### src/rtl/cpu_pkg.sv
// Constants shared by the ALU and the multi-cycle multiply/divide sequencer.
// Holds the opcode values, the sequencer state encoding and the divide-by-zero result.
package cpu_pkg;

    localparam logic [3:0] ALU_MUL = 4'b0010;
    localparam logic [3:0] ALU_DIV = 4'b0011;
    localparam logic [3:0] ALU_MOD = 4'b0100;

    localparam logic [31:0] DIV_ZERO_RESULT = 32'hFFFFFFFF;

    typedef enum logic [1:0] {
        ST_IDLE = 2'd0,
        ST_CALC = 2'd1,
        ST_FIX  = 2'd2,
        ST_DONE = 2'd3
    } seq_state_t;

    function automatic logic is_muldiv_op(input logic [3:0] op);
        return (op == ALU_MUL) || (op == ALU_DIV) || (op == ALU_MOD);
    endfunction

endpackage

### src/rtl/muldiv_iter_step.sv
// Single iteration of the sequencer datapath. For MUL it does one shift-add step; for DIV/MOD it does
// one restoring-division step. hi/lo hold {accumulator high, multiplier} or {remainder, quotient}.
module muldiv_iter_step #(
    parameter int WIDTH = 32
) (
    input  logic             is_mul,
    input  logic [WIDTH-1:0] hi,
    input  logic [WIDTH-1:0] lo,
    input  logic [WIDTH-1:0] operand,
    output logic [WIDTH-1:0] hi_next,
    output logic [WIDTH-1:0] lo_next
);

    logic [WIDTH:0] sum;
    logic [WIDTH:0] shifted;
    logic [WIDTH:0] diff;

    always_comb begin
        sum     = {1'b0, hi} + (lo[0] ? {1'b0, operand} : {(WIDTH+1){1'b0}});
        shifted = {hi, lo[WIDTH-1]};
        diff    = shifted - {1'b0, operand};
        hi_next = hi;
        lo_next = lo;
        if (is_mul) begin
            // The 2*WIDTH accumulator {sum, lo} shifts right by one; the multiplier bits drain out of lo.
            hi_next = sum[WIDTH:1];
            lo_next = {sum[0], lo[WIDTH-1:1]};
        end else if (!diff[WIDTH]) begin
            hi_next = diff[WIDTH-1:0];
            lo_next = {lo[WIDTH-2:0], 1'b1};
        end else begin
            hi_next = {hi[WIDTH-2:0], lo[WIDTH-1]};
            lo_next = {lo[WIDTH-2:0], 1'b0};
        end
    end

endmodule

### src/rtl/muldiv_sequencer.sv
// Multi-cycle MUL/DIV/MOD unit beside the ALU in EX. It does one bit per cycle, then a sign fix-up.
// Its results and flags match the single-cycle ALU, including the divide-by-zero convention.
module muldiv_sequencer
    import cpu_pkg::*;
#(
    parameter int WIDTH = 32,
    parameter int CNT_W = $clog2(WIDTH)
) (
    input  logic             clk,
    input  logic             rst,
    input  logic             start,
    input  logic [3:0]       alu_op,
    input  logic [WIDTH-1:0] operand1,
    input  logic [WIDTH-1:0] operand2,
    input  logic             flush,
    output logic             busy,
    output logic             done,
    output logic [WIDTH-1:0] result,
    output logic             zero_flag,
    output logic             negative_flag,
    output logic             div_by_zero
);

    // Handshake: a request is taken only when start is high in IDLE with a supported alu_op and no
    // flush. Operands are copied on that edge. busy covers CALC/FIX. done pulses for one cycle with
    // result and flags valid. Once a flush has been seen, no done is raised for that request.

    seq_state_t state, next_state;

    logic [CNT_W-1:0] cnt;
    logic             busy_q;
    logic             mul_q, mod_q, neg_q;
    logic [WIDTH-1:0] hi_q, lo_q, opnd_q;
    logic [WIDTH-1:0] hi_next, lo_next;
    logic [WIDTH-1:0] pend_result, held_result;
    logic             pend_z, pend_n, pend_dbz;
    logic             held_z, held_n, held_dbz;
    logic             accept, div_zero;
    logic [WIDTH-1:0] fix_val, fix_res;

    function automatic logic [WIDTH-1:0] mag(input logic [WIDTH-1:0] x);
        return x[WIDTH-1] ? -x : x;
    endfunction

    assign accept   = (state == ST_IDLE) && start && !flush && is_muldiv_op(alu_op);
    assign div_zero = (alu_op != ALU_MUL) && (operand2 == '0);

    muldiv_iter_step #(.WIDTH(WIDTH)) u_step (
        .is_mul  (mul_q),
        .hi      (hi_q),
        .lo      (lo_q),
        .operand (opnd_q),
        .hi_next (hi_next),
        .lo_next (lo_next)
    );

    always_ff @(posedge clk) begin
        if (rst) state <= ST_IDLE;
        else     state <= next_state;
    end

    always_comb begin
        next_state = state;
        case (state)
            ST_IDLE: if (accept) next_state = div_zero ? ST_DONE : ST_CALC;
            ST_CALC: if (cnt == '0) next_state = ST_FIX;
            ST_FIX:  next_state = ST_DONE;
            ST_DONE: next_state = ST_IDLE;
            default: next_state = ST_IDLE;
        endcase
        if (flush) next_state = ST_IDLE;
    end

    always_comb begin
        fix_val = mod_q ? hi_q : lo_q;
        fix_res = neg_q ? -fix_val : fix_val;
    end

    always_ff @(posedge clk) begin
        if (rst) begin
            cnt         <= '0;
            busy_q      <= 1'b0;
            mul_q       <= 1'b0;
            mod_q       <= 1'b0;
            neg_q       <= 1'b0;
            hi_q        <= '0;
            lo_q        <= '0;
            opnd_q      <= '0;
            pend_result <= '0;
            pend_z      <= 1'b0;
            pend_n      <= 1'b0;
            pend_dbz    <= 1'b0;
            held_result <= '0;
            held_z      <= 1'b0;
            held_n      <= 1'b0;
            held_dbz    <= 1'b0;
        end else begin
            busy_q <= (next_state == ST_CALC) || (next_state == ST_FIX);
            case (state)
                ST_IDLE: begin
                    if (accept) begin
                        mul_q  <= (alu_op == ALU_MUL);
                        mod_q  <= (alu_op == ALU_MOD);
                        neg_q  <= (alu_op == ALU_DIV) ? (operand1[WIDTH-1] ^ operand2[WIDTH-1])
                                : (alu_op == ALU_MOD) ? operand1[WIDTH-1] : 1'b0;
                        cnt    <= CNT_W'(WIDTH - 1);
                        hi_q   <= '0;
                        lo_q   <= (alu_op == ALU_MUL) ? operand2 : mag(operand1);
                        opnd_q <= (alu_op == ALU_MUL) ? operand1 : mag(operand2);
                        if (div_zero) begin
                            pend_result <= WIDTH'(DIV_ZERO_RESULT);
                            pend_z      <= 1'b0;
                            pend_n      <= 1'b0;
                            pend_dbz    <= 1'b1;
                        end
                    end
                end
                ST_CALC: begin
                    hi_q <= hi_next;
                    lo_q <= lo_next;
                    cnt  <= cnt - 1'b1;
                end
                ST_FIX: begin
                    pend_result <= fix_res;
                    pend_z      <= (fix_res == '0);
                    pend_n      <= fix_res[WIDTH-1];
                    pend_dbz    <= 1'b0;
                end
                ST_DONE: begin
                    // The result only becomes architectural if the done pulse is actually delivered.
                    if (!flush) begin
                        held_result <= pend_result;
                        held_z      <= pend_z;
                        held_n      <= pend_n;
                        held_dbz    <= pend_dbz;
                    end
                end
                default: ;
            endcase
        end
    end

    assign busy          = busy_q;
    assign done          = (state == ST_DONE) && !flush && !rst;
    assign result        = done ? pend_result : held_result;
    assign zero_flag     = done ? pend_z      : held_z;
    assign negative_flag = done ? pend_n      : held_n;
    assign div_by_zero   = done ? pend_dbz    : held_dbz;

endmodule

### config.mk
export PLATFORM = sky130hd
export DESIGN_NAME = muldiv_sequencer
export DESIGN_NICKNAME = d
export VERILOG_FILES = /design/src/rtl/cpu_pkg.sv /design/src/rtl/muldiv_iter_step.sv /design/src/rtl/muldiv_sequencer.sv
export SDC_FILE = /design/constraint.sdc
export NUM_CORES = 1
export LEC_CHECK = 0
export CAP_MARGIN = 10
export CORE_MARGIN = 2
export CORE_UTILIZATION = 40
export CTS_CLUSTER_DIAMETER = 40
export DETAILED_ROUTE_END_ITERATION = 7
export MAX_ROUTING_LAYER = met4
export PLACE_DENSITY = 0.54
export SLEW_MARGIN = 20
export SYNTH_ARGS = -nofsm -noshare
export SYNTH_HDL_FRONTEND = slang
export SYNTH_SLANG_ARGS = --single-unit
### constraint.sdc
create_clock -name clk -period 11.8 [get_ports clk]
set_input_delay 2.36 -clock clk [delete_from_list [all_inputs] [get_ports clk]]
set_output_delay 2.36 -clock clk [all_outputs]
set_load 0.02 [all_outputs]
==> metrics.json, run 1 <==
{
  "outcome": {"value": "finished, final reports clean"},
  "postSynthCellCount": {"value": 1806},
  "fraction_of_power_consumed_by_combinational_cells": {"value": 22.4, "unit": "%"},
  "detailed_place.area": {"value": 15620, "unit": "um^2"},
  "timing.setup.tns": {"value": 0, "unit": "ns"},
  "grt-ovfl-total": {"value": 0},
  "synth_area_leader_cell": {"value": "sky130_fd_sc_hd__dfxtp_1"},
  "final-setup-viol-count": {"value": 0},
  "power.clock.fraction": {"value": 39.1, "unit": "%"},
  "fin_nets": {"value": 1982},
  "numCtsBuffers": {"value": 17},
  "synth_seq_area_share": {"value": 24.74, "unit": "%"},
  "synth_async_sr_flop_share": {"value": 0, "unit": "%"},
  "p_int": {"value": 1096, "unit": "uW"},
  "slew_headroom": {"value": 36.63, "unit": "%"},
  "cts_resized": {"value": 0},
  "ys.flop_type": {"value": "sky130_fd_sc_hd__dfxtp_1"},
  "final.period_utilization": {"value": 62.93, "unit": "%"},
  "critical_path.startpoint_type": {"value": "input pin"},
  "post_synth.cell_area_avg": {"value": 7.930, "unit": "um^2"},
  "skew": {"value": 0.01526, "unit": "ns"},
  "cp_slowest_stage_delay": {"value": 0.63, "unit": "ns"},
  "vdd_ir_drop_max": {"value": 103.7, "unit": "uV"},
  "timing.setup.critical_path_class": {"value": "input pin to output port"},
  "dp_hpwl": {"value": 36510, "unit": "um"},
  "worstPathRequired": {"value": 9.44, "unit": "ns"},
  "fillers": {"value": 3594},
  "critical_path.most_common_cell": {"value": "sky130_fd_sc_hd__clkdlybuf4s50_1"},
  "first_global_vias": {"value": 12920},
  "fin_hold_ws": {"value": 0.4718, "unit": "ns"},
  "initial_utilization": {"value": 40.46, "unit": "%"},
  "netlist-cell-type-count": {"value": 83},
  "tritoncts_num_sinks": {"value": 177},
  "netSwitchingFraction": {"value": 32.10, "unit": "%"},
  "global_route.usage.total": {"value": 25.64, "unit": "%"},
  "synth_area": {"value": 14320, "unit": "um^2"},
  "timing.final.max_slew_violations": {"value": 0},
  "seqPwrFrac": {"value": 38.4, "unit": "%"},
  "vias": {"value": 13880},
  "layout.cell_area.non_filler": {"value": 16260, "unit": "um^2"},
  "max_cap_violations": {"value": 0},
  "timing.critical_path.buf_inv": {"value": 3},
  "area_growth_syn_to_layout": {"value": 13.56, "unit": "%"},
  "timing.final.hold_violations": {"value": 0},
  "worst_r2r_endpoint": {"value": "hi_q[15]"},
  "drtPass1Iterations": {"value": 5},
  "io_pins": {"value": 109},
  "synth.top_cells.by_area": {"value": "sky130_fd_sc_hd__dfxtp_1, sky130_fd_sc_hd__a211oi_1, sky130_fd_sc_hd__ha_1"},
  "drive_above_1_share": {"value": 7.289, "unit": "%"},
  "critPathSlowestCell": {"value": "sky130_fd_sc_hd__buf_4"},
  "cp_max_fo": {"value": 63},
  "power.net_switching": {"value": 518.2, "unit": "uW"},
  "postCtsSetupBuffers": {"value": 0},
  "worstPathCellList": {"value": "clkdlybuf4s50_1, nor3_2, buf_4, mux2_2, clkdlybuf4s50_1"},
  "clkLatencyLatePin": {"value": 0.46, "unit": "ns"},
  "h-tree-depth": {"value": 4},
  "hold_class": {"value": "flip-flop to flip-flop"},
  "postSynthRegisterBits": {"value": 177},
  "die_x": {"value": 193.2, "unit": "um"},
  "initial_antenna_violation_count": {"value": 1},
  "rrSetupSlack": {"value": 7.07, "unit": "ns"},
  "postSynthNetCount": {"value": 1949},
  "worstPathArrival": {"value": 5.07, "unit": "ns"},
  "grt_max_degree": {"value": 108},
  "grt_first_pass_wirelength": {"value": 73930, "unit": "um"},
  "clock_pin_slew_of_the_registers_on_the_worst_case_setup_and_hold_paths": {"value": 0.07, "unit": "ns"},
  "worst-r2r-cell-count": {"value": 12},
  "count_of_input_and_output_buffers": {"value": 108},
  "pwr_density_cell": {"value": 99.27, "unit": "nW/um^2"},
  "power.leakage": {"value": 0.006087, "unit": "uW"},
  "cp-endpoint": {"value": "result[15]"},
  "fin_crit": {"value": 7.425, "unit": "ns"},
  "routed_wire_length_per_instance": {"value": 20.66, "unit": "um"},
  "clock-root-buffer": {"value": "sky130_fd_sc_hd__clkbuf_16"},
  "drt.antenna.violating_nets": {"value": 0},
  "clock.fmax": {"value": 0.1347, "unit": "GHz"},
  "timing.critical_path.max_delay_family": {"value": "buffers and inverters"},
  "multi_input_comb_area": {"value": 10050, "unit": "um^2"},
  "wirelength": {"value": 47820, "unit": "um"},
  "drc": {"value": 0},
  "post_cts_hold_buffer_count": {"value": 0},
  "fp.dieArea": {"value": 37330, "unit": "um^2"},
  "cp_num_cells": {"value": 5},
  "gp_congestion": {"value": 0.9886},
  "drt-initial-drc-count": {"value": 998},
  "total_power": {"value": 1614, "unit": "uW"},
  "tightestPinTransition": {"value": 0.9505, "unit": "ns"},
  "synth_enable_flop_cells": {"value": 0},
  "yosys_warnings": {"value": 0},
  "core_area": {"value": 35400, "unit": "um^2"},
  "rsz0062_at_grt": {"value": "false"},
  "avgViaCountPerCell": {"value": 5.995},
  "cp-end-kind": {"value": "output port"},
  "tritoncts": {"value": "done"},
  "rows": {"value": 69},
  "chipHeight": {"value": 193.2, "unit": "um"},
  "worstReg2RegStart": {"value": "lo_q[31]"},
  "worst_setup_path_startpoint": {"value": "flush"},
  "synth_largest_type_area_fraction": {"value": 24.74, "unit": "%"},
  "cts_buffer_depth": {"value": 2},
  "ff_latch_area": {"value": 3546, "unit": "um^2"}
}
==> power groups by stage <==
stage	Clock, uW	Sequential [uW]	Combinational (uW)
5_1_grt	670	622	393
4_1_cts	646	620	357
2_1_floorplan	0	626	241
3_3_place_gp	0	634	354
6_report	632	621	362
3_5_place_dp	0	634	355
==> cell usage in the layout (no fill, tap or decap), types with 35 or more instances in the layout <==
cell type	Yosys	layout
sky130_fd_sc_hd__xor2_1	89	89
sky130_fd_sc_hd__nor2_1	160	156
sky130_fd_sc_hd__nor3_1	72	71
sky130_fd_sc_hd__inv_1	59	59
sky130_fd_sc_hd__a211oi_1	126	126
sky130_fd_sc_hd__dfxtp_1	177	175
sky130_fd_sc_hd__o21ai_0	105	105
sky130_fd_sc_hd__nand2_1	115	115
sky130_fd_sc_hd__a22o_1	37	37
sky130_fd_sc_hd__mux2_2	44	44
sky130_fd_sc_hd__ha_1	69	69
sky130_fd_sc_hd__mux2i_1	71	71
sky130_fd_sc_hd__xnor2_1	49	49
sky130_fd_sc_hd__and2_1	35	35
sky130_fd_sc_hd__a21oi_1	127	127
sky130_fd_sc_hd__clkdlybuf4s50_1	0	107
==> logic make-up (layout without fill, tap and decap cells) <==
logic type	count (synthesis)	after routing	synth area share, %
compound gates	589	589	27.94
mux	115	115	8.422
fa+ha+maj	71	71	6.308
buf+inv	174	220	5.382
xor+xnor	138	138	8.440
simple gates	542	542	18.77
flops	177	177	24.74
other cells	0	2	0
==> metrics by stage <==
step	utilization, %	instances	setup slack (ns)
6_report	45.95	2315	4.375
5_1_grt	45.93	2313	4.217
4_1_cts	45.93	2313	4.375
3_5_place_dp	44.14	2281	4.381
3_3_place_gp	44.14	2281	4.427
2_1_floorplan	-	1806	5.664
==> worst reg2reg max path, cell delays in order (launching register included) <==
cell and delay (ns):
sky130_fd_sc_hd__dfxtp_1 0.45, sky130_fd_sc_hd__inv_1 0.08, sky130_fd_sc_hd__ha_1 0.23, sky130_fd_sc_hd__fa_1 0.41, sky130_fd_sc_hd__nand2b_1 0.18, sky130_fd_sc_hd__a21oi_1 0.40, sky130_fd_sc_hd__o21ba_2 0.24, sky130_fd_sc_hd__o21ai_0 0.23
sky130_fd_sc_hd__a211oi_1 0.65, sky130_fd_sc_hd__nor3_1 0.19, sky130_fd_sc_hd__nor2_4 0.73, sky130_fd_sc_hd__nor2_1 0.38, sky130_fd_sc_hd__a221o_1 0.45
==> state kept, by name, indices dropped and copies added (netlist names) <==
register / cells
held_z: 1
state: 2
held_result: 32
pend_n: 1
lo_q: 32
held_dbz: 1
mod_q: 1
pend_result: 32
pend_dbz: 1
cnt: 5
pend_z: 1
busy: 1
neg_q: 1
opnd_q: 32
held_n: 1
mul_q: 1
hi_q: 32
==> routing by layer <==
layer  vias up  track usage (%)  part of all wire (%)
li1       6802                -                     -
met4         0            8.142                   2.8
met3        67            3.522                   5.4
met5         -                -                     0
met1      6617            34.69                    47
met2       393            39.52                    45
==> cell usage after synthesis (11+ instances only) <==
cell type                    n
sky130_fd_sc_hd__o41ai_1    16
sky130_fd_sc_hd__xor2_1     89
sky130_fd_sc_hd__o21a_1     13
sky130_fd_sc_hd__a221oi_1   11
sky130_fd_sc_hd__mux2i_1    71
sky130_fd_sc_hd__nor4_1     18
sky130_fd_sc_hd__nor3_1     72
sky130_fd_sc_hd__a21o_1     25
sky130_fd_sc_hd__ha_1       69
sky130_fd_sc_hd__dfxtp_1   177
sky130_fd_sc_hd__o31ai_1    24
sky130_fd_sc_hd__o211ai_1   20
sky130_fd_sc_hd__mux2_2     44
sky130_fd_sc_hd__o21ai_0   105
sky130_fd_sc_hd__and2_1     35
sky130_fd_sc_hd__a21oi_1   127
sky130_fd_sc_hd__inv_1      59
sky130_fd_sc_hd__a22oi_1    17
sky130_fd_sc_hd__nor2b_1    14
sky130_fd_sc_hd__a22o_1     37
sky130_fd_sc_hd__clkbuf_1   84
sky130_fd_sc_hd__nand2b_1   17
sky130_fd_sc_hd__or2_2      11
sky130_fd_sc_hd__xnor2_1    49
sky130_fd_sc_hd__nor2_1    160
sky130_fd_sc_hd__nand4_1    15
sky130_fd_sc_hd__nand3_1    25
sky130_fd_sc_hd__or3_1      13
sky130_fd_sc_hd__a211oi_1  126
sky130_fd_sc_hd__nand2_1   115
==> worst min-delay path by stage <==
stage	startpoint	end	slack, ns	cells past startpoint
2_1_floorplan	held_dbz	held_dbz	0.44	1
3_3_place_gp	held_dbz	held_dbz	0.46	1
3_5_place_dp	held_result[6]	held_result[6]	0.45	1
4_1_cts	held_result[15]	held_result[15]	0.48	1
5_1_grt	held_dbz	held_dbz	0.49	1
6_report	held_result[16]	held_result[16]	0.47	1
==> area by class of cell <==
cell class | instances | share of cell area [%]
clock inverter | 13 | 1.177
antenna | 2 | 0.03077
multi-input combinational | 1455 | 61.78
clock buffer | 19 | 2.723
inverter | 60 | 1.385
sequential | 177 | 21.80
tap | 461 | 3.547
timing repair buffer | 128 | 7.555
Note: power is estimated with default switching activity, not from simulation.
==> run 2, diff against run 1 <==
==> constraint.sdc (replaced) <==
create_clock -name clk -period 7.26 [get_ports clk]
set_input_delay 1.452 -clock clk [delete_from_list [all_inputs] [get_ports clk]]
set_output_delay 1.452 -clock clk [all_outputs]
set_load 0.02 [all_outputs]
==> metrics.json, run 2 (synthesis results as in run 1) <==
{
  "post_cts_hold_buffer_count": {"value": 0, "change": "unchanged"},
  "io_pins": {"value": 109, "change": "unchanged"},
  "cts_resized": {"value": 0, "change": "unchanged"},
  "initial_utilization": {"value": 40.46, "unit": "%", "change": "unchanged"},
  "drt-initial-drc-count": {"value": 997, "change": "was 998"},
  "clock_pin_slew_of_the_registers_on_the_worst_case_setup_and_hold_paths": {"value": 0.06, "unit": "ns", "change": "was 0.07 ns"},
  "final.period_utilization": {"value": 73.47, "unit": "%"},
  "drive_above_1_share": {"value": 7.339, "unit": "%", "change": "was 7.289%"},
  "timing.setup.critical_path_class": {"value": "input pin to output port", "change": "unchanged"},
  "worstPathArrival": {"value": 3.88, "unit": "ns", "change": "was 5.07 ns"},
  "cp-endpoint": {"value": "result[14]", "change": "was result[15]"},
  "count_of_input_and_output_buffers": {"value": 108, "change": "unchanged"},
  "worstReg2RegStart": {"value": "lo_q[31]", "change": "unchanged"},
  "max_cap_violations": {"value": 0, "change": "unchanged"},
  "grt-ovfl-total": {"value": 0, "change": "unchanged"},
  "global_route.usage.total": {"value": 25.88, "unit": "%", "change": "was 25.64%"},
  "slew_headroom": {"value": 39.34, "unit": "%", "change": "was 36.63%"},
  "first_global_vias": {"value": 12810, "change": "was 12920"},
  "grt_first_pass_wirelength": {"value": 74290, "unit": "um", "change": "was 73930 um"},
  "core_area": {"value": 35400, "unit": "um^2", "change": "unchanged"},
  "timing.setup.tns": {"value": 0, "unit": "ns", "change": "unchanged"},
  "worst_setup_path_startpoint": {"value": "flush", "change": "unchanged"},
  "cp_max_fo": {"value": 69, "change": "was 63"},
  "drtPass1Iterations": {"value": 7, "change": "was 5"},
  "die_x": {"value": 193.2, "unit": "um", "change": "unchanged"},
  "worst-r2r-cell-count": {"value": 12, "change": "unchanged"},
  "gp_congestion": {"value": 0.9388, "change": "was 0.9886"},
  "rrSetupSlack": {"value": 2.31, "unit": "ns", "change": "was 7.07 ns"},
  "timing.final.max_slew_violations": {"value": 0, "change": "unchanged"},
  "layout.cell_area.non_filler": {"value": 16270, "unit": "um^2", "change": "was 16260 um^2"},
  "cp_slowest_stage_delay": {"value": 0.60, "unit": "ns", "change": "was 0.63 ns"},
  "timing.final.hold_violations": {"value": 0, "change": "unchanged"},
  "detailed_place.area": {"value": 15640, "unit": "um^2", "change": "was 15620 um^2"},
  "dp_hpwl": {"value": 37240, "unit": "um", "change": "was 36510 um"},
  "power.clock.fraction": {"value": 38.6, "unit": "%", "change": "was 39.1%"},
  "drt.antenna.violating_nets": {"value": 0, "change": "unchanged"},
  "numCtsBuffers": {"value": 17, "change": "unchanged"},
  "initial_antenna_violation_count": {"value": 0, "change": "was 1"},
  "timing.critical_path.max_delay_family": {"value": "buffers and inverters", "change": "unchanged"},
  "cp-end-kind": {"value": "output port", "change": "unchanged"},
  "worstPathRequired": {"value": 5.81, "unit": "ns", "change": "was 9.44 ns"},
  "netSwitchingFraction": {"value": 31.64, "unit": "%", "change": "was 32.10%"},
  "worstPathCellList": {"value": "clkdlybuf4s50_1, nor3_2, buf_4, mux2_2, clkdlybuf4s50_1", "change": "unchanged"},
  "outcome": {"value": "finished, final reports clean", "change": "unchanged"},
  "most-common-layout-cells": {"value": "sky130_fd_sc_hd__dfxtp_1, sky130_fd_sc_hd__nor2_1, sky130_fd_sc_hd__a21oi_1", "change": "unchanged"},
  "vdd_ir_drop_max": {"value": 178.5, "unit": "uV", "change": "was 103.7 uV"},
  "postCtsSetupBuffers": {"value": 0, "change": "unchanged"},
  "power.leakage": {"value": 0.006094, "unit": "uW", "change": "was 0.006087 uW"},
  "pwr_density_cell": {"value": 160.5, "unit": "nW/um^2", "change": "was 99.27 nW/um^2"},
  "commonest_non_fill_non_tap_cell_in_the_layout": {"value": "sky130_fd_sc_hd__dfxtp_1", "change": "unchanged"},
  "power.net_switching": {"value": 826.0, "unit": "uW", "change": "was 518.2 uW"},
  "fin_crit": {"value": 5.334, "unit": "ns"},
  "skew": {"value": 0.01094, "unit": "ns", "change": "was 0.01526 ns"},
  "critical_path.startpoint_type": {"value": "input pin", "change": "unchanged"},
  "tritoncts": {"value": "done", "change": "unchanged"},
  "chipHeight": {"value": 193.2, "unit": "um", "change": "unchanged"},
  "routed_wire_length_per_instance": {"value": 20.78, "unit": "um", "change": "was 20.66 um"},
  "total_power": {"value": 2611, "unit": "uW", "change": "was 1614 uW"},
  "rows": {"value": 69, "change": "unchanged"},
  "fraction_of_power_consumed_by_combinational_cells": {"value": 22.6, "unit": "%", "change": "was 22.4%"},
  "worst_r2r_endpoint": {"value": "hi_q[9]", "change": "was hi_q[15]"},
  "tritoncts_num_sinks": {"value": 177, "change": "unchanged"},
  "dr_wl_met3": {"value": 2547, "unit": "um", "change": "was 2563 um"},
  "seqPwrFrac": {"value": 38.7, "unit": "%", "change": "was 38.4%"},
  "drc": {"value": 0, "change": "unchanged"},
  "tightestPinTransition": {"value": 0.9099, "unit": "ns", "change": "was 0.9505 ns"},
  "fp.dieArea": {"value": 37330, "unit": "um^2", "change": "unchanged"},
  "fillers": {"value": 3584, "change": "was 3594"},
  "wirelength": {"value": 48090, "unit": "um", "change": "was 47820 um"},
  "cp_num_cells": {"value": 5, "change": "unchanged"},
  "critical_path.most_common_cell": {"value": "sky130_fd_sc_hd__clkdlybuf4s50_1", "change": "unchanged"},
  "diodes": {"value": 0, "change": "was 2"},
  "fin_nets": {"value": 1984, "change": "was 1982"},
  "critPathSlowestCell": {"value": "sky130_fd_sc_hd__buf_4", "change": "unchanged"},
  "highest-signal-layer": {"value": "met4", "change": "unchanged"},
  "wl_met1": {"value": 22760, "unit": "um", "change": "was 22630 um"},
  "clock.fmax": {"value": 0.1875, "unit": "GHz"},
  "p_int": {"value": 1785, "unit": "uW", "change": "was 1096 uW"},
  "vias": {"value": 13770, "change": "was 13880"},
  "clkLatencyLatePin": {"value": 0.45, "unit": "ns", "change": "was 0.46 ns"},
  "rsz0062_at_grt": {"value": "false", "change": "unchanged"},
  "met2_length": {"value": 21440, "unit": "um", "change": "was 21310 um"},
  "final-setup-viol-count": {"value": 0, "change": "unchanged"},
  "cts_buffer_depth": {"value": 2, "change": "unchanged"},
  "timing.critical_path.buf_inv": {"value": 3, "change": "unchanged"},
  "fin_hold_ws": {"value": 0.4692, "unit": "ns", "change": "was 0.4718 ns"},
  "clock-root-buffer": {"value": "sky130_fd_sc_hd__clkbuf_16", "change": "unchanged"},
  "area_growth_syn_to_layout": {"value": 13.58, "unit": "%", "change": "was 13.56%"},
  "avgViaCountPerCell": {"value": 5.951, "change": "was 5.995"},
  "h-tree-depth": {"value": 4, "change": "unchanged"},
  "grt_max_degree": {"value": 91, "change": "was 108"},
  "hold_class": {"value": "flip-flop to flip-flop", "change": "unchanged"}
}
run 2: worst min-delay path by stage:
| stage | cells past startpoint | slack (ns) | start | end |
|---|---|---|---|---|
| floorplan | 1 | 0.44 | held_dbz | held_dbz |
| global placement | 1 | 0.45 | held_result[18] | held_result[18] |
| detailed placement | 1 | 0.45 | held_result[14] | held_result[14] |
| CTS | 1 | 0.47 | held_result[20] | held_result[20] |
| global route | 1 | 0.49 | held_result[0] | held_result[0] |
| finish | 1 | 0.47 | held_result[20] | held_result[20] |
run 2: cell type report:
cell class	instances	area, um^2	area share (%)
well taps	461	576.8	3.546
clock inverters	12	176.4	1.085
repair buffers	130	1244	7.646
clock buffers	19	452.9	2.785
multi-input cells	1455	10040	61.75
inverters	60	225.2	1.385
flip-flops and latches	177	3546	21.80
run 2: stage by stage:
stage | setup WS [ns] | instances | util, %
global placement | 1.968 | 2283 | 44.17
CTS | 1.915 | 2314 | 45.95
finish | 1.926 | 2314 | 45.95
global route | 1.788 | 2314 | 45.95
detailed placement | 1.919 | 2283 | 44.17
floorplan | 2.940 | 1806 | -
run 2: power groups by stage:
stage	clock [uW]	combinational [uW]	sequential (uW)
CTS	1030	584	1010
detailed placement	0	581	1030
finish	1010	591	1010
floorplan	0	392	1020
global route	1070	641	1010
global placement	0	578	1030
run 2: layer usage:
metal | up-vias | GRT usage (%)
met5 | - | -
met4 | 0 | 8.340
met3 | 62 | 3.469
met2 | 397 | 39.80
met1 | 6508 | 35.07
li1 | 6804 | -
==> run 3, diff against run 2 <==
--- a/config.mk
+++ b/config.mk
@@ -11,7 +11,7 @@
 export CTS_CLUSTER_DIAMETER = 40
 export DETAILED_ROUTE_END_ITERATION = 7
 export MAX_ROUTING_LAYER = met4
-export PLACE_DENSITY = 0.54
+export PLACE_DENSITY = 0.56
 export SLEW_MARGIN = 20
 export SYNTH_ARGS = -nofsm -noshare
 export SYNTH_HDL_FRONTEND = slang
==> constraint.sdc (replaced) <==
create_clock -name clk -period 4.83 [get_ports clk]
set_input_delay 0.966 -clock clk [delete_from_list [all_inputs] [get_ports clk]]
set_output_delay 0.966 -clock clk [all_outputs]
set_load 0.02 [all_outputs]
==> metrics.json, run 3 (synthesis results as in run 1) <==
{
  "most-common-layout-cells": {"value": "sky130_fd_sc_hd__dfxtp_1, sky130_fd_sc_hd__nor2_1, sky130_fd_sc_hd__a21oi_1", "change": "unchanged"},
  "h-tree-depth": {"value": 4, "change": "unchanged"},
  "pwr_density_cell": {"value": 232.9, "unit": "nW/um^2", "change": "was 160.5 nW/um^2"},
  "dp_hpwl": {"value": 37310, "unit": "um", "change": "was 37240 um"},
  "rrSetupSlack": {"value": 0.70, "unit": "ns", "change": "was 2.31 ns"},
  "rsz0062_at_grt": {"value": "false", "change": "unchanged"},
  "tightestPinTransition": {"value": 0.9604, "unit": "ns", "change": "was 0.9099 ns"},
  "worstPathRequired": {"value": 3.86, "unit": "ns", "change": "was 5.81 ns"},
  "diodes": {"value": 0, "change": "unchanged"},
  "hold_class": {"value": "flip-flop to flip-flop", "change": "unchanged"},
  "first_global_vias": {"value": 13120, "change": "was 12810"},
  "final-setup-viol-count": {"value": 0, "change": "unchanged"},
  "timing.final.max_slew_violations": {"value": 0, "change": "unchanged"},
  "count_of_input_and_output_buffers": {"value": 108, "change": "unchanged"},
  "drtPass1Iterations": {"value": 5, "change": "was 7"},
  "area_growth_syn_to_layout": {"value": 14.67, "unit": "%", "change": "was 13.58%"},
  "max_cap_violations": {"value": 0, "change": "unchanged"},
  "numCtsBuffers": {"value": 17, "change": "unchanged"},
  "utilization": {"value": 46.39, "unit": "%", "change": "was 45.95%"},
  "timing.final.hold_violations": {"value": 0, "change": "unchanged"},
  "clock_pin_slew_of_the_registers_on_the_worst_case_setup_and_hold_paths": {"value": 0.07, "unit": "ns", "change": "was 0.06 ns"},
  "drt-initial-drc-count": {"value": 1028, "change": "was 997"},
  "worst_r2r_endpoint": {"value": "hi_q[23]", "change": "was hi_q[9]"},
  "post_cts_hold_buffer_count": {"value": 0, "change": "unchanged"},
  "chipHeight": {"value": 193.2, "unit": "um", "change": "unchanged"},
  "vias": {"value": 13880, "change": "was 13770"},
  "die_x": {"value": 193.2, "unit": "um", "change": "unchanged"},
  "timing.critical_path.max_delay_family": {"value": "buffers and inverters", "change": "unchanged"},
  "skew": {"value": 0.01289, "unit": "ns", "change": "was 0.01094 ns"},
  "grt-ovfl-total": {"value": 0, "change": "unchanged"},
  "gp_congestion": {"value": 0.9513, "change": "was 0.9388"},
  "worstReg2RegStart": {"value": "hi_q[0]", "change": "was lo_q[31]"},
  "worst-r2r-cell-count": {"value": 12, "change": "unchanged"},
  "clkLatencyLatePin": {"value": 0.46, "unit": "ns", "change": "was 0.45 ns"},
  "detailed_place.area": {"value": 15810, "unit": "um^2", "change": "was 15640 um^2"},
  "timing.setup.critical_path_class": {"value": "input pin to output port", "change": "unchanged"},
  "critical_path.most_common_cell": {"value": "sky130_fd_sc_hd__clkdlybuf4s50_1", "change": "unchanged"},
  "timing.critical_path.buf_inv": {"value": 3, "change": "unchanged"},
  "min_delay_path_depth": {"value": 1, "change": "unchanged"},
  "postCtsSetupBuffers": {"value": 0, "change": "unchanged"},
  "drc": {"value": 0, "change": "unchanged"},
  "holdPathEnd": {"value": "held_result[30]", "change": "was held_result[20]"},
  "commonest_non_fill_non_tap_cell_in_the_layout": {"value": "sky130_fd_sc_hd__dfxtp_1", "change": "unchanged"},
  "power.leakage": {"value": 0.006176, "unit": "uW", "change": "was 0.006094 uW"},
  "cts_resized": {"value": 0, "change": "unchanged"},
  "cts_buffer_depth": {"value": 2, "change": "unchanged"},
  "cp_max_fo": {"value": 67, "change": "was 69"},
  "clock-root-buffer": {"value": "sky130_fd_sc_hd__clkbuf_16", "change": "unchanged"},
  "cp_num_cells": {"value": 5, "change": "unchanged"},
  "cp_slowest_stage_delay": {"value": 0.53, "unit": "ns", "change": "was 0.60 ns"},
  "worstPathArrival": {"value": 3.26, "unit": "ns", "change": "was 3.88 ns"},
  "wirelength": {"value": 48180, "unit": "um", "change": "was 48090 um"},
  "fp.dieArea": {"value": 37330, "unit": "um^2", "change": "unchanged"},
  "critPathSlowestCell": {"value": "sky130_fd_sc_hd__clkdlybuf4s50_1", "change": "was sky130_fd_sc_hd__buf_4"},
  "io_pins": {"value": 109, "change": "unchanged"},
  "grt_max_degree": {"value": 97, "change": "was 91"},
  "initial_utilization": {"value": 40.46, "unit": "%", "change": "unchanged"},
  "global_route.usage.total": {"value": 26.26, "unit": "%", "change": "was 25.88%"},
  "tritoncts": {"value": "done", "change": "unchanged"},
  "core_area": {"value": 35400, "unit": "um^2", "change": "unchanged"},
  "worstPathCellList": {"value": "clkdlybuf4s50_1, nor3_2, buf_12, mux2_2, clkdlybuf4s50_1", "change": "was clkdlybuf4s50_1, nor3_2, buf_4, mux2_2, clkdlybuf4s50_1"},
  "grt_first_pass_wirelength": {"value": 75620, "unit": "um", "change": "was 74290 um"},
  "layout.cell_area.non_filler": {"value": 16420, "unit": "um^2", "change": "was 16270 um^2"},
  "fin_nets": {"value": 2004, "change": "was 1984"},
  "drt.antenna.violating_nets": {"value": 0, "change": "unchanged"},
  "drive_above_1_share": {"value": 8.378, "unit": "%", "change": "was 7.339%"},
  "critical_path.startpoint_type": {"value": "input pin", "change": "unchanged"},
  "rows": {"value": 69, "change": "unchanged"},
  "slew_headroom": {"value": 35.97, "unit": "%", "change": "was 39.34%"},
  "avgViaCountPerCell": {"value": 5.946, "change": "was 5.951"},
  "outcome": {"value": "finished, final reports clean", "change": "unchanged"},
  "timing.setup.tns": {"value": 0, "unit": "ns", "change": "unchanged"},
  "vdd_ir_drop_max": {"value": 218.2, "unit": "uV", "change": "was 178.5 uV"},
  "hold_crit_start": {"value": "held_result[30]", "change": "was held_result[20]"},
  "tritoncts_num_sinks": {"value": 177, "change": "unchanged"},
  "cp-end-kind": {"value": "output port", "change": "unchanged"},
  "final.period_utilization": {"value": 87.48, "unit": "%"},
  "routed_wire_length_per_instance": {"value": 20.63, "unit": "um", "change": "was 20.78 um"},
  "clock.fmax": {"value": 0.2367, "unit": "GHz"},
  "fin_crit": {"value": 4.225, "unit": "ns"},
  "initial_antenna_violation_count": {"value": 0, "change": "unchanged"}
}
[run 3: cell count changes in the layout (fill, tap and decap cells not counted), sizes merged]
cell / previous run / this run
buf: 23 / 43
clkinvlp: 1 / 3
bufinv: 3 / 0
inv: 63 / 67
clkbuf: 19 / 17
[run 3: worst max path at each step]
stage                      end          from
2_1_floorplan           pend_z         mod_q
3_3_place_gp          lo_q[29]  operand1[12]
3_5_place_dp   pend_result[12]   operand2[8]
4_1_cts             result[18]         flush
5_1_grt             result[26]         flush
6_report            result[18]         flush
[run 3: layout make-up]
cell class,instances,area [um^2]
inverters,60,225.2
well taps,461,576.8
repair buffers,150,1444
clock inverters,15,165.2
clock buffers,17,425.4
fillers,3529,18970
flip-flops and latches,177,3546
multi-input cells,1455,10040
[run 3: through the flow]
| step | hold slack, ns | total power (uW) | cells | setup WS (ns) |
|---|---|---|---|---|
| 6_report | 0.4728 | 3825 | 2335 | 0.6049 |
| 5_1_grt | 0.4896 | 4004 | 2335 | 0.5062 |
| 4_1_cts | 0.4753 | 3840 | 2334 | 0.6140 |
| 3_5_place_dp | 0.4504 | 2429 | 2302 | 0.5211 |
| 3_3_place_gp | 0.4521 | 2430 | 2302 | 0.5693 |
| 2_1_floorplan | 0.4385 | 2119 | 1806 | 0.9167 |
[run 3: where the power goes]
group | leakage (uW) | internal (uW) | switching [uW]
sequential | 0.00143 | 1480 | 40.2
clock | 0.000278 | 694 | 716
combinational | 0.00447 | 365 | 531
[run 3: routing by layer]
metal / track usage (%) / part of all wire (%) / vias up
li1: - / - / 6859
met1: 35.59 / 48 / 6551
met2: 39.59 / 44 / 414
met3: 3.853 / 5.4 / 59
met4: 9.669 / 3.2 / 0
met5: - / 0 / -
